**config.mk**
```make
export PLATFORM = sky130hd
export DESIGN_NAME = mux_scan_sequencer
export DESIGN_NICKNAME = d
export VERILOG_FILES = /design/src/rtl/mux_scan_pkg.sv /design/src/rtl/mux_scan_timer.sv /design/src/rtl/mux_scan_sequencer.sv
export SDC_FILE = /design/constraint.sdc
export NUM_CORES = 1
export LEC_CHECK = 0
export ABC_AREA = 1
export BUFFER_PORTS_ARGS = -buffer_cell sky130_fd_sc_hd__buf_2
export CORE_MARGIN = 5
export CORE_UTILIZATION = 52
export CTS_BUF_LIST = sky130_fd_sc_hd__clkbuf_8
export DETAILED_ROUTE_END_ITERATION = 16
export GPL_ROUTABILITY_DRIVEN = 1
export PLACE_DENSITY = 0.76
export SLEW_MARGIN = 20
export SYNTH_ARGS = -nofsm -noshare
export SYNTH_HDL_FRONTEND = slang
export SYNTH_SLANG_ARGS = --single-unit
export TNS_END_PERCENT = 10
```
**constraint.sdc**
```tcl
create_clock -name clk -period 1.2 [get_ports clk]
set_input_delay 0.06 -clock clk [delete_from_list [all_inputs] [get_ports clk]]
set_output_delay 0.06 -clock clk [all_outputs]
set_load 0.01 [all_outputs]
```
**src/rtl/mux_scan_pkg.sv**
```systemverilog
// Shared definitions for the mux scan controller: FSM state encoding,
// channel count and settle-timer width.
package mux_scan_pkg;

  typedef enum logic [1:0] {
    ST_IDLE   = 2'd0,
    ST_SETTLE = 2'd1,
    ST_SAMPLE = 2'd2,
    ST_DONE   = 2'd3
  } state_t;

  localparam int unsigned NUM_CH  = 4;
  localparam logic [1:0]  LAST_CH = 2'd3;
  localparam int unsigned TIMER_W = 8;

endpackage

```
**src/rtl/mux_scan_timer.sv**
```systemverilog
// Settle down-counter for the mux scan controller; holds at zero once expired.
module mux_scan_timer
  import mux_scan_pkg::*;
(
  input  logic               clk,
  input  logic               rst_n,
  input  logic               load,
  input  logic [TIMER_W-1:0] load_val,
  output logic               expired
);

  logic [TIMER_W-1:0] count;

  always_ff @(posedge clk or negedge rst_n) begin
    if (!rst_n) begin
      count <= '0;
    end else if (load) begin
      count <= load_val;
    end else if (count != '0) begin
      count <= count - 1'b1;
    end
  end

  assign expired = (count == '0);

endmodule

```
**src/rtl/mux_scan_sequencer.sv**
```systemverilog
// Scans mux channels 0..3, settling SETTLE_CYCLES per channel, and reports a 4-bit word.
// Optional MUX_SCAN_PARITY_EN adds a registered parity output of the final word.
module mux_scan_sequencer
  import mux_scan_pkg::*;
#(
  parameter int SETTLE_CYCLES = 2
) (
  input  logic              clk,
  input  logic              rst_n,
  input  logic              start,
  input  logic              mux_out,
  output logic [1:0]        sel,
  output logic              busy,
  output logic              done,
  output logic [NUM_CH-1:0] data
`ifdef MUX_SCAN_PARITY_EN
  ,
  output logic              parity
`endif
);

  if (SETTLE_CYCLES < 1 || SETTLE_CYCLES > 255) begin : g_bad_settle
    $error("mux_scan_sequencer: SETTLE_CYCLES=%0d outside 1..255", SETTLE_CYCLES);
  end

  localparam logic [TIMER_W-1:0] RELOAD = TIMER_W'(SETTLE_CYCLES - 1);

  state_t            state;
  logic              timer_load;
  logic              timer_expired;
  logic [NUM_CH-1:0] data_next;

  assign timer_load = ((state == ST_IDLE) && start) ||
                      ((state == ST_SAMPLE) && (sel != LAST_CH));

  mux_scan_timer u_timer (
    .clk      (clk),
    .rst_n    (rst_n),
    .load     (timer_load),
    .load_val (RELOAD),
    .expired  (timer_expired)
  );

  always_comb begin
    data_next      = data;
    data_next[sel] = mux_out;
  end

  always_ff @(posedge clk or negedge rst_n) begin
    if (!rst_n) begin
      state <= ST_IDLE;
      sel   <= '0;
      busy  <= 1'b0;
      done  <= 1'b0;
      data  <= '0;
    end else begin
      done <= 1'b0;
      unique case (state)
        ST_IDLE: begin
          if (start) begin
            sel   <= '0;
            busy  <= 1'b1;
            state <= ST_SETTLE;
          end
        end
        ST_SETTLE: begin
          if (timer_expired) state <= ST_SAMPLE;
        end
        ST_SAMPLE: begin
          data <= data_next;
          if (sel == LAST_CH) begin
            sel   <= '0;
            busy  <= 1'b0;
            done  <= 1'b1;
            state <= ST_DONE;
          end else begin
            sel   <= sel + 2'd1;
            state <= ST_SETTLE;
          end
        end
        ST_DONE: begin
          state <= ST_IDLE;
        end
      endcase
    end
  end

`ifdef MUX_SCAN_PARITY_EN
  // data_next already carries the channel-3 sample taken on this edge
  always_ff @(posedge clk or negedge rst_n) begin
    if (!rst_n) begin
      parity <= 1'b0;
    end else if ((state == ST_SAMPLE) && (sel == LAST_CH)) begin
      parity <= ^data_next;
    end
  end
`endif

endmodule
```
# --- Word level (Yosys, flattened, before mapping) ---
# Cells that the tools add are included.
# W data, S select, Z words.
word_totals:
  reg_bits: 18
  input_bits: 4
  latchBits: 0
  ramBits: 0
  mem_count: 0
  wordCells: 47
  mem_bits_ro: 0
classes:
  div: 0
  n_lt_le_gt_ge: 2
  n_addsub: 2
  bitwise_logic: 0
  shifts: 0
  multipliers: 0
  muxes: 17
  reduce_logical: 12
  eq_ne: 8
ops:
  columns: ["operator", "n"]
  rows:
  - ["$mux W8", 2]
  - ["$mux W2", 5]
  - ["$logic_not A8 Y1", 1]
  - ["$pmux W2 S4", 1]
  - ["$reduce_bool A8 Y1", 1]
  - ["$sub A8 B1 Y8 const B", 1]
  - ["$eq A2 B2 Y1 const B", 3]
  - ["$ne A2 B2 Y1 const B", 3]
  - ["$mux W1", 5]
  - ["$bwmux W4", 1]
  - ["$pmux W2 S2", 1]
  - ["$reduce_and A2 Y1", 2]
  - ["$reduce_bool A2 Y1", 2]
  - ["$logic_and A1 B1 Y1", 3]
  - ["$lt A2 B3 Y1 const B", 1]
  - ["$reduce_and A3 Y1", 1]
  - ["$add A2 B1 Y2 const B", 1]
  - ["$demux W1 S2", 1]
  - ["$eq A2 B1 Y1 const B", 1]
  - ["$ge A2 B1 Y1 const B", 1]
  - ["$logic_not A2 Y1", 1]
  - ["$ne A2 B1 Y1 const B", 1]
  - ["$pmux W1 S2", 1]
  - ["$logic_or A1 B1 Y1", 1]

# --- Longest topological paths before layout ---
# Gate-level depths: netlist of run 1.
depth:
  ltp_word: 5
  depth_mapped: 8
  ltp_nobuf: 8

# --- Hierarchy ---
# A second synthesis of run 1 with hierarchy kept.
hier_totals:
  cells_unflattened: 129
  hier_area_um2: 1052.3
by_module_without_submodules:
  columns: ["mod", "seq_area_each_um2", "instances", "cells_per_inst", "area_per_inst_um2"]
  rows:
  - ["mux_scan_sequencer", 250.2, 1, 58, 539.3]
  - ["mux_scan_timer", 200.2, 1, 71, 513.0]

# --- Least setup slack after synthesis of run 1 ---
# OpenSTA, ideal clock, no wires.
synth_path:
  kind: "register -> register"
  from: "register u_timer.count[0]"
  to: "register u_timer.count[1]"
  required_time_ps: 1081
  t_arrival_ps: 1111
  path_stages_with_launch: 8
  slack_ps: -30
  setup_time_ps: 119
  cell_sequence: "dfrtp_1 > inv_1 > ha_1 > nand2_1 > nor2_4 > nor2_1 > nand2_1 > o21ai_2"
synth_via:
  elab_chain_cells: 3
synth_lines:
  columns: ["item", "line", "text"]
  rows:
  - ["start, declared", "mux_scan_timer.sv:12", "logic [TIMER_W-1:0] count;"]
  - ["start signal, assigned", "mux_scan_timer.sv:18", "count <= load_val;"]
  - ["start signal, assigned", "mux_scan_timer.sv:20", "count <= count - 1'b1;"]
  - ["$sub A8 B1 Y8", "mux_scan_timer.sv:20", null]
  - ["$mux W8", "mux_scan_timer.sv:19", "end else if (count != '0) begin"]
  - ["$mux W8", "mux_scan_timer.sv:17", "end else if (load) begin"]
# Several ways; a longest one is shown, not always the timed one. The select of a mux whose other input is x is not followed.
# A chain may end at the register's enable or synchronous reset.

# --- Worst setup path after layout of run 1 ---
layout_path:
  from: "register u_timer.count[1]"
  to: "register u_timer.count[0]"
layout_via:
  elab_chain_cells: 2
layout_lines:
  columns: ["item", "line"]
  rows:
  - ["$reduce_bool A8 Y1", "mux_scan_timer.sv:19"]
  - ["$reduce_bool A2 Y1 (no line)", null]
# No other way between the ends.

==> results.md, run 1 <==
- Status: finished, violations left
- Failing checks: setup timing
- Fill count: 129
- Hold depth: 3
- DP HPWL: 1340 um
- Grt total ovfl: 0
- # IOs: 12
- Kind of critical path: reg2reg
- Clk Latency, worst-skew pair: 0.25 ns
- Min-delay src: mux_out
- Synth Warn #: 0
- Nets: 145
- Port Buffer Count: 11
- WL per Instance: 11.5 um
- CP max FO: 5
- RR Startpoint: u_timer.count[1]$_DFFE_PN0P_
- Mapped Area: 931 um^2
- Total track usage: 0.162
- Synthesis-stage register bit count: 18
- Fmax: 0.832 GHz
- CTS buffer count: 3
- Final min period: 1.20 ns
- CTS sink cnt: 18
- TNS Setup: -0.00175 ns
- Setup Skew: 0.00324 ns
- Final Hold Vio Count: 0
- Slew headroom: 0.742
- Initial antenna violation count: 0
- Wire length of the first global-routing pass: 3330 um
- Worst vdd ir: 1.51 mV
- Largest net degree at the start of global routing: 19
- RSZ-0062 raised after global routing: yes
- CTS H-tree lvls: 1
- Max Cap Viol: 0
- Die area: 0.00274 mm^2
- FP Rows: 15
- Tightest Pin Transition: 0.386 ns
- Die Y-Extent: 52.3 um
- Dominant cells by area after synthesis: dfrtp_1, nand2_1, ha_1, inv_1, o21ai_0
- Synth top area share: 0.484
- Initial DRC count: 11
- Root Driver: clkbuf_8
- Period utilisation layout: 1.00
- Gpl congestion: 0.786
- Share of layout cells above drive strength 1: 0.376
- Number of vias per cell: 4.71
- Overall Power: 0.00275 W
- WL final: 1820 um
- Dpl cells: 149
- Library cells used by synthesis: 21
- Seq/Total Area, Yosys: 0.484
- Lkg Pwr: 0.624 nW
- CP arrival: 1.35 ns
- Via count: 744
- N_diodes: 0
- Clock Path Buffers: 2
- Area growth syn-to-layout: 28.0%
- Core Region: 0.00171 mm^2
- Initial DRT Pass Iterations: 3
- CTS tree: built
- Worst Hold Class: in2reg
- Final worst setup slack: -0.00175 ns
- CP Launch Type: flip-flop
- Commonest cells after routing, fill and taps aside: nand2_1, dfrtp_1, buf_4
- Finish-stage setup viols: 1
- Initial cell density of the core: 0.545
- Non-filler cells, final: 158
- R2R depth: 7
- Die width: 52.3 um
- Hold Slack: 0.119 ns
- Pwr Density: 2310 mW/mm^2
- Post-Syn Nets: 115
- Synth area leader: dfrtp_1
- Number of global-route vias before repair: 772
- Worst-path clk slew: 0.06 ns
- Detail Route Antenna Nets: 0
- Residual DRC count: 0
- Post-Syn Instances: 105
- Commonest non-fill, non-tap cell in the layout: nand2_1
- Critical Path RT: 1.35 ns
- Synthesized area per cell: 8.87 um^2
- Endpoint type of the worst setup path: flip-flop
- Layout Utilization: 0.697
- Slew Limit Fails: 0
- Worst Setup SP: u_timer.count[1]$_DFFE_PN0P_
routing by layer:
| metal | part of all wire | vias up | global-route usage | routed length, um |
|---|---|---|---|---|
| li1 | - | 385 | - | - |
| met1 | 0.50 | 345 | 0.199 | 905 |
| met2 | 0.45 | 12 | 0.273 | 825 |
| met3 | 0.038 | 2 | 0.0399 | 70 |
| met4 | 0.0093 | 0 | 0.0596 | 17 |
| met5 | 0 | - | 0 | 0 |
synth_stat cells (all sizes together):
library cell,count
nand2,26
dfrtp,18
inv,17
nor2,12
o21ai,10
nand3,7
ha,6
nor3,3
xor2,2
a21oi,1
a22o,1
o31ai,1
xnor2,1
final cells by class:
cell class / count / area, um^2 / area share
sequential: 18 / 450 / 0.378
multi-input combinational: 70 / 439 / 0.369
timing repair buffer: 25 / 163 / 0.137
inverter: 17 / 66.3 / 0.0557
clock buffer: 3 / 41.3 / 0.0347
tap: 25 / 31.3 / 0.0263
cells by family (layout without fill, tap and decap cells):
| group | after synthesis | in the layout | synth area share |
|---|---|---|---|
| buffers and inverters | 17 | 45 | 0.0712 |
| AO/OA/AOI/OAI | 13 | 13 | 0.0860 |
| flip-flops | 18 | 18 | 0.484 |
| XOR/XNOR | 3 | 3 | 0.0282 |
| AND/OR/NAND/NOR | 48 | 48 | 0.250 |
| adder cells (fa/ha/maj) | 6 | 6 | 0.0806 |
state kept, by name, summed over array words and instances (netlist names):
| register | cells |
|---|---|
| state | 2 |
| sel | 2 |
| data | 4 |
| u_timer.count | 8 |
| done | 1 |
| busy | 1 |
stage by stage:
stage	setup slack [ns]	cell area [um^2]
2_1_floorplan	0.0174	931
3_3_place_gp	0.0376	1080
3_5_place_dp	-0.0224	1080
4_1_cts	-0.00316	1170
5_1_grt	-0.0860	1190
6_report	-0.00175	1190
timing repair:
item	in CTS	in global routing
endpoints found under the hold margin	18	0
hold buffers	1	0
resized for setup	4	6
buffers inserted	4	1
pin swaps	4	3
endpoints found under the setup margin	4	10
critical path, cell delays in order (launching register included):
cell	delay (ns)
dfrtp_1	0.39
inv_2	0.07
ha_1	0.15
nand2_2	0.08
nor2_4	0.21
nand2_4	0.09
nand2_2	0.07
o21ai_2	0.04
path summary, 6_finish.rpt:
path	end	slack, ns
worst max-delay path	u_timer.count[0]$_DFFE_PN0P_	-0.002
worst min-delay path	data[1]$_DFFE_PN0P_	0.12
worst max register to register	u_timer.count[0]$_DFFE_PN0P_	-0.002
worst min register to register	data[1]$_DFFE_PN0P_	0.47
max in group asynchronous	sel[1]$_DFFE_PN0P_	0.66
min in group asynchronous	data[3]$_DFFE_PN0P_	0.26
power by group:
part | leakage (nW) | switching (W) | internal [W] | total (W)
logic | 0.381 | 0.000789 | 0.000611 | 0.00140
clock network | 0.0216 | 0.000187 | 0.000223 | 0.000410
registers | 0.221 | 0.000140 | 0.000802 | 0.000943
No activity file was read; power rests on OpenSTA's default activity.
==> run 2: changes to the inputs <==
ABC_AREA = unset   (was 1)
CTS_CLUSTER_SIZE = 40   (was unset)
SLEW_MARGIN = 10   (was 20)
==> results.md, run 2 <==
- Number of global-route vias before repair: 866
- Slew Limit Fails: 0
- Number of synthesized flops with an enable pin: 0
- Placed inst area: 0.00118 mm^2
- Register with the most flip-flops: u_timer.count
- Area growth syn-to-layout: 50.4%
- Mapped Area: 926 um^2
- Share of layout cells above drive strength 1: 0.523
- Number of flip-flops in the largest register: 8
- Initial DRT Pass Iterations: 4
- CP max FO: 2
- Synth cell count leaders: dfrtp_1, o21ai_0, nand2_1, inv_1, ha_1
- Initial cell density of the core: 0.542
- N_diodes: 0
- Pwr Density: 2470 mW/mm^2
- Wire length of the first global-routing pass: 3800 um
- Post-Syn Nets: 98
- CP Cell Sequence: inv_1 > ha_2 > nor3b_4 > a2111oi_2 > buf_4 > mux2i_1
- RR Startpoint: u_timer.count[0]$_DFFE_PN0P_
- DP HPWL: 1680 um
- Die area: 0.00272 mm^2
- CTS tree: built
- Biggest regs: u_timer.count: 8 flops, data: 4 flops
- Kind of critical path: reg2reg
- Clk Latency, worst-skew pair: 0.25 ns
- Fmax: 0.608 GHz
- Via count: 859
- Share of power burned in registers: 0.289
- Largest net degree at the start of global routing: 19
- Failing checks: setup timing
- Top FF cell, synth: dfrtp_1
- Residual DRC count: 0
- Crit-path slowest cell: a2111oi_2
- Gpl congestion: 0.870
- Critical Path RT: 1.37 ns
- Most frequent cell after synthesis: dfrtp_1
- Critical path depth in cells: 6
- Layout Utilization: 0.815
- Max Used Layer: met4
- WL per Instance: 16.5 um
- Setup Skew: 0.00665 ns
- Clock Path Buffers: 2
- Status: finished, violations left
- CTS buffer count: 3
- CP Launch Type: flip-flop
- Final worst setup slack: -0.444 ns
- R2R depth: 6
- Async S/R FF share, synth: 1.00
- Synthesized area per cell: 10.5 um^2
- Non-filler cells, final: 157
- Number of vias per cell: 5.47
- Fill count: 105
- RSZ-0062 raised after global routing: yes
- Final min period: 1.64 ns
- Nets: 143
- Slew headroom: 0.719
- Internal power: 0.00215 W
- Combinational power share: 0.567
- Met1 WL: 999 um
- Worst-path clk slew: 0.07 ns
- Max Cap Viol: 0
- Worst Hold Class: in2reg
- WL final: 2590 um
- Core Region: 0.00171 mm^2
- Total track usage: 0.191
- Hold depth: 2
- Sw power: 0.00128 W
- Met2 WL: 1390 um
- Switching Share: 0.374
- Commonest cells after routing, fill and taps aside: buf_4, dfrtp_1, buf_2
- Port Buffer Count: 11
- Post-Syn Instances: 88
- Min-delay src: mux_out
- Synth top area share: 0.486
- Met3 wire len: 121 um
- Worst Setup SP: u_timer.count[0]$_DFFE_PN0P_
- Final Hold Vio Count: 0
- Tightest Pin Transition: 0.421 ns
- Die width: 52.2 um
- Initial DRC count: 16
- Finish-stage setup viols: 13
- CTS sink cnt: 18
- Root Driver: clkbuf_8
- Die Y-Extent: 52.2 um
- CP arrival: 1.82 ns
- Synthesis-stage register bit count: 18
- Commonest non-fill, non-tap cell in the layout: buf_4
- Dominant cells by area after synthesis: dfrtp_1, ha_1, o21ai_0, mux2_2, nand2_1
- Dpl cells: 145
- FP Rows: 15
- Synth Warn #: 0
- Finished Cell Area: 0.00139 mm^2
- CTS H-tree lvls: 1
- Endpoint type of the worst setup path: flip-flop
- Delay-heaviest family, CP: compound AO/OA/AOI/OAI gates
- Initial antenna violation count: 0
- Seq/Total Area, Yosys: 0.486
- Library cells used by synthesis: 30
- # IOs: 12
- Max incr delay on CP: 0.44 ns
- Synth area leader: dfrtp_1
- Period utilisation layout: 1.37
- Lkg Pwr: 0.662 nW
- Clk pwr share: 0.145
- Pre-CTS WS: -0.495 ns
- Worst vdd ir: 1.96 mV
- Detail Route Antenna Nets: 0
- Grt total ovfl: 0
- Worst path bufs/invs: 2
==> run 2: cell count changes after synthesis, moves of 4 or more <==
cell,delta
nand2_1,-14
mux2_2,+4
nand3_1,-5
a21oi_1,+4
nor2_1,-7
inv_1,-6
==> run 2: path summary, 6_finish.rpt <==
check                                               end  slack [ns]
min in group asynchronous              busy$_DFFE_PN0P_        0.27
max in group asynchronous           data[0]$_DFFE_PN0P_        0.63
setup reg to reg           u_timer.count[4]$_DFFE_PN0P_       -0.44
setup / recovery           u_timer.count[4]$_DFFE_PN0P_       -0.44
hold reg to reg                     data[2]$_DFFE_PN0P_        0.51
hold / removal                      data[2]$_DFFE_PN0P_         0.1
==> run 2: area by class of cell <==
cell class                      instances  area [um^2]  share of cell area
Timing Repair Buffer                   40          287               0.206
Clock buffer                            4         55.1              0.0395
Multi-Input combinational cell         62          539               0.387
Inverter                                8         30.0              0.0216
Tap cell                               25         31.3              0.0225
Sequential cell                        18          450               0.323
==> run 2: what timing repair did <==
action                                  4_1_cts  5_1_grt
endpoints found under the setup margin       14       16
setup buffers                                 2        5
pin swaps                                     6        5
hold buffers                                  1        0
gates cloned                                  0        0
hold endpoints to repair                     18        0
gates resized for setup                       5       23
==> run 2: power groups by stage <==
stage | registers [W] | clock network, W | logic (W)
6_report | 0.000992 | 0.000497 | 0.00195
5_1_grt | 0.00101 | 0.000530 | 0.00209
4_1_cts | 0.000950 | 0.000497 | 0.00155
3_5_place_dp | 0.000964 | 0 | 0.00142
3_3_place_gp | 0.000948 | 0 | 0.00132
2_1_floorplan | 0.00100 | 0 | 0.000674
==> run 2: stage by stage <==
| step | hold WS, ns | setup TNS (ns) | power, W |
|---|---|---|---|
| after floorplan | -0.236 | -1.99 | 0.00167 |
| after global placement | 0.00955 | -2.85 | 0.00227 |
| after detailed placement | 0.00733 | -3.34 | 0.00238 |
| after CTS | 0.0940 | -3.36 | 0.00299 |
| after global routing | 0.107 | -4.21 | 0.00363 |
| final | 0.0952 | -3.63 | 0.00343 |
==> run 2: per-layer routing <==
metal | GRT usage | vias up
li1 | - | 403
met1 | 0.218 | 415
met2 | 0.347 | 31
met3 | 0.0256 | 10
met4 | 0.0936 | 0
met5 | 0 | -
==> run 2: cells by family after synthesis <==
logic type	Yosys count	synth area share
buf+inv	8	0.0324
compound gates	26	0.181
fa+ha+maj	6	0.0811
mux	6	0.0703
flops	18	0.486
simple gates	24	0.149
==> run 3: changes to the inputs <==
CTS_CLUSTER_DIAMETER = 40   (was unset)
REMOVE_ABC_BUFFERS = 1   (was unset)
clock period = 1.39 ns   (was 1.2 ns; I/O delays follow)
==> results.md, run 3 (same netlist as run 2, synthesis figures left out) <==
- Final min period: 1.63 ns
- Critical Path RT: 1.57 ns
- Area growth syn-to-layout: 44.6%
- Number of flip-flops in the largest register: 8
- Die width: 52.2 um
- CP arrival: 1.81 ns
- CTS sink cnt: 18
- Tightest Pin Transition: 0.416 ns
- Root Driver: clkbuf_8
- Status: finished, violations left
- Worst-path clk slew: 0.07 ns
- Final worst setup slack: -0.239 ns
- DP HPWL: 1500 um
- Die area: 0.00272 mm^2
- Detail Route Antenna Nets: 0
- Hold Slack: 0.105 ns
- Worst Hold Class: in2reg
- Residual DRC count: 0
- Largest net degree at the start of global routing: 19
- Commonest cells after routing, fill and taps aside: buf_4, dfrtp_1, buf_2
- Commonest non-fill, non-tap cell in the layout: buf_4
- Number of global-route vias before repair: 900
- Finish-stage setup viols: 9
- Lkg Pwr: 0.619 nW
- Nets: 138
- Pwr Density: 2150 mW/mm^2
- Initial DRC count: 27
- Initial antenna violation count: 0
- Register Area: 452 um^2
- CTS H-tree lvls: 1
- Initial DRT Pass Iterations: 4
- Placed inst area: 0.00115 mm^2
- Die Y-Extent: 52.2 um
- Multi-input logic area: 522 um^2
- Fmax: 0.614 GHz
- Fill count: 110
- WL final: 2430 um
- Slew headroom: 0.723
- Number of vias per cell: 5.64
- Grt total ovfl: 0
- Via count: 857
- Total track usage: 0.188
- CTS buffer count: 3
- Failing checks: setup timing
- Slew Limit Fails: 0
- Max Cap Viol: 0
- CTS tree: built
- TNS Setup: -1.35 ns
- Setup Skew: 0.00157 ns
- Clock Path Buffers: 2
- Worst vdd ir: 1.47 mV
- Final Hold Vio Count: 0
- Gpl congestion: 0.856
- Core Region: 0.00171 mm^2
- Finished Cell Area: 0.00134 mm^2
- Clk Latency, worst-skew pair: 0.25 ns
- RSZ-0062 raised after global routing: yes
- Kind of critical path: reg2reg
- WL per Instance: 16.0 um
- CP Launch Type: flip-flop
- Period utilisation layout: 1.17
- Wire length of the first global-routing pass: 3790 um
- Initial cell density of the core: 0.542
- Register with the most flip-flops: u_timer.count
- N_diodes: 0
- Endpoint type of the worst setup path: flip-flop
- Port Buffer Count: 11
- FP Rows: 15
- Share of layout cells above drive strength 1: 0.496
- CP max FO: 6
- Biggest regs: u_timer.count: 8 flops, data: 4 flops
- # IOs: 12
[run 3: path summary, 6_finish.rpt]
path | start | end | slack (ns) | cells past startpoint
worst max-delay path | u_timer.count[0]$_DFFE_PN0P_ | u_timer.count[6]$_DFFE_PN0P_ | -0.24 | 6
worst min-delay path | mux_out | data[0]$_DFFE_PN0P_ | 0.11 | 2
worst max register to register | u_timer.count[0]$_DFFE_PN0P_ | u_timer.count[6]$_DFFE_PN0P_ | -0.24 | 6
worst min register to register | data[0]$_DFFE_PN0P_ | data[0]$_DFFE_PN0P_ | 0.51 | 1
max in group asynchronous | rst_n | u_timer.count[4]$_DFFE_PN0P_ | 0.78 | 2
min in group asynchronous | rst_n | done$_DFF_PN0_ | 0.30 | 2
[run 3: what timing repair did]
item | in CTS | in global routing
hold buffers | 1 | 0
pin swaps | 6 | 3
setup buffers | 3 | 2
resized for setup | 12 | 13
setup endpoints to repair | 10 | 10
hold endpoints to repair | 18 | 0
[run 3: stage by stage]
stage               worst slack, ns  total power, W  std cells   util
finish                       -0.239         0.00288        152  0.784
global route                 -0.251         0.00305        152  0.784
CTS                          -0.163         0.00263        150  0.752
detailed placement           -0.282         0.00199        142  0.672
global placement             -0.273         0.00192        142  0.672
floorplan                    -0.239         0.00143         88      -
[run 3: final cells by class]
| type | instances | share of cell area |
|---|---|---|
| flip-flops and latches | 18 | 0.337 |
| repair buffers | 35 | 0.186 |
| well taps | 25 | 0.0234 |
| clock buffers | 4 | 0.0411 |
| inverters | 8 | 0.0224 |
| multi-input cells | 62 | 0.390 |
[run 3: power by group]
part / internal, W / switching, W
clock network: 0.000251 / 0.000167
logic: 0.000856 / 0.000717
registers: 0.000697 / 0.000190
[run 3: per-layer routing]
layer  wire length [um]  vias up  global-route usage  part of all wire
met2               1320       35               0.354              0.54
li1                   -      395                   -                 -
met4                 43        0              0.0723             0.018
met3                108        8              0.0370             0.044
met5                  0        -                   0                 0
met1                959      419               0.205              0.39
[run 3: worst max-delay path, stage by stage (launching register included)]
cell     delay [ns]
dfrtp_1        0.39
inv_2          0.08
ha_4           0.17
nor3b_4        0.16
buf_6          0.14
or4_4          0.48
a21oi_2        0.14
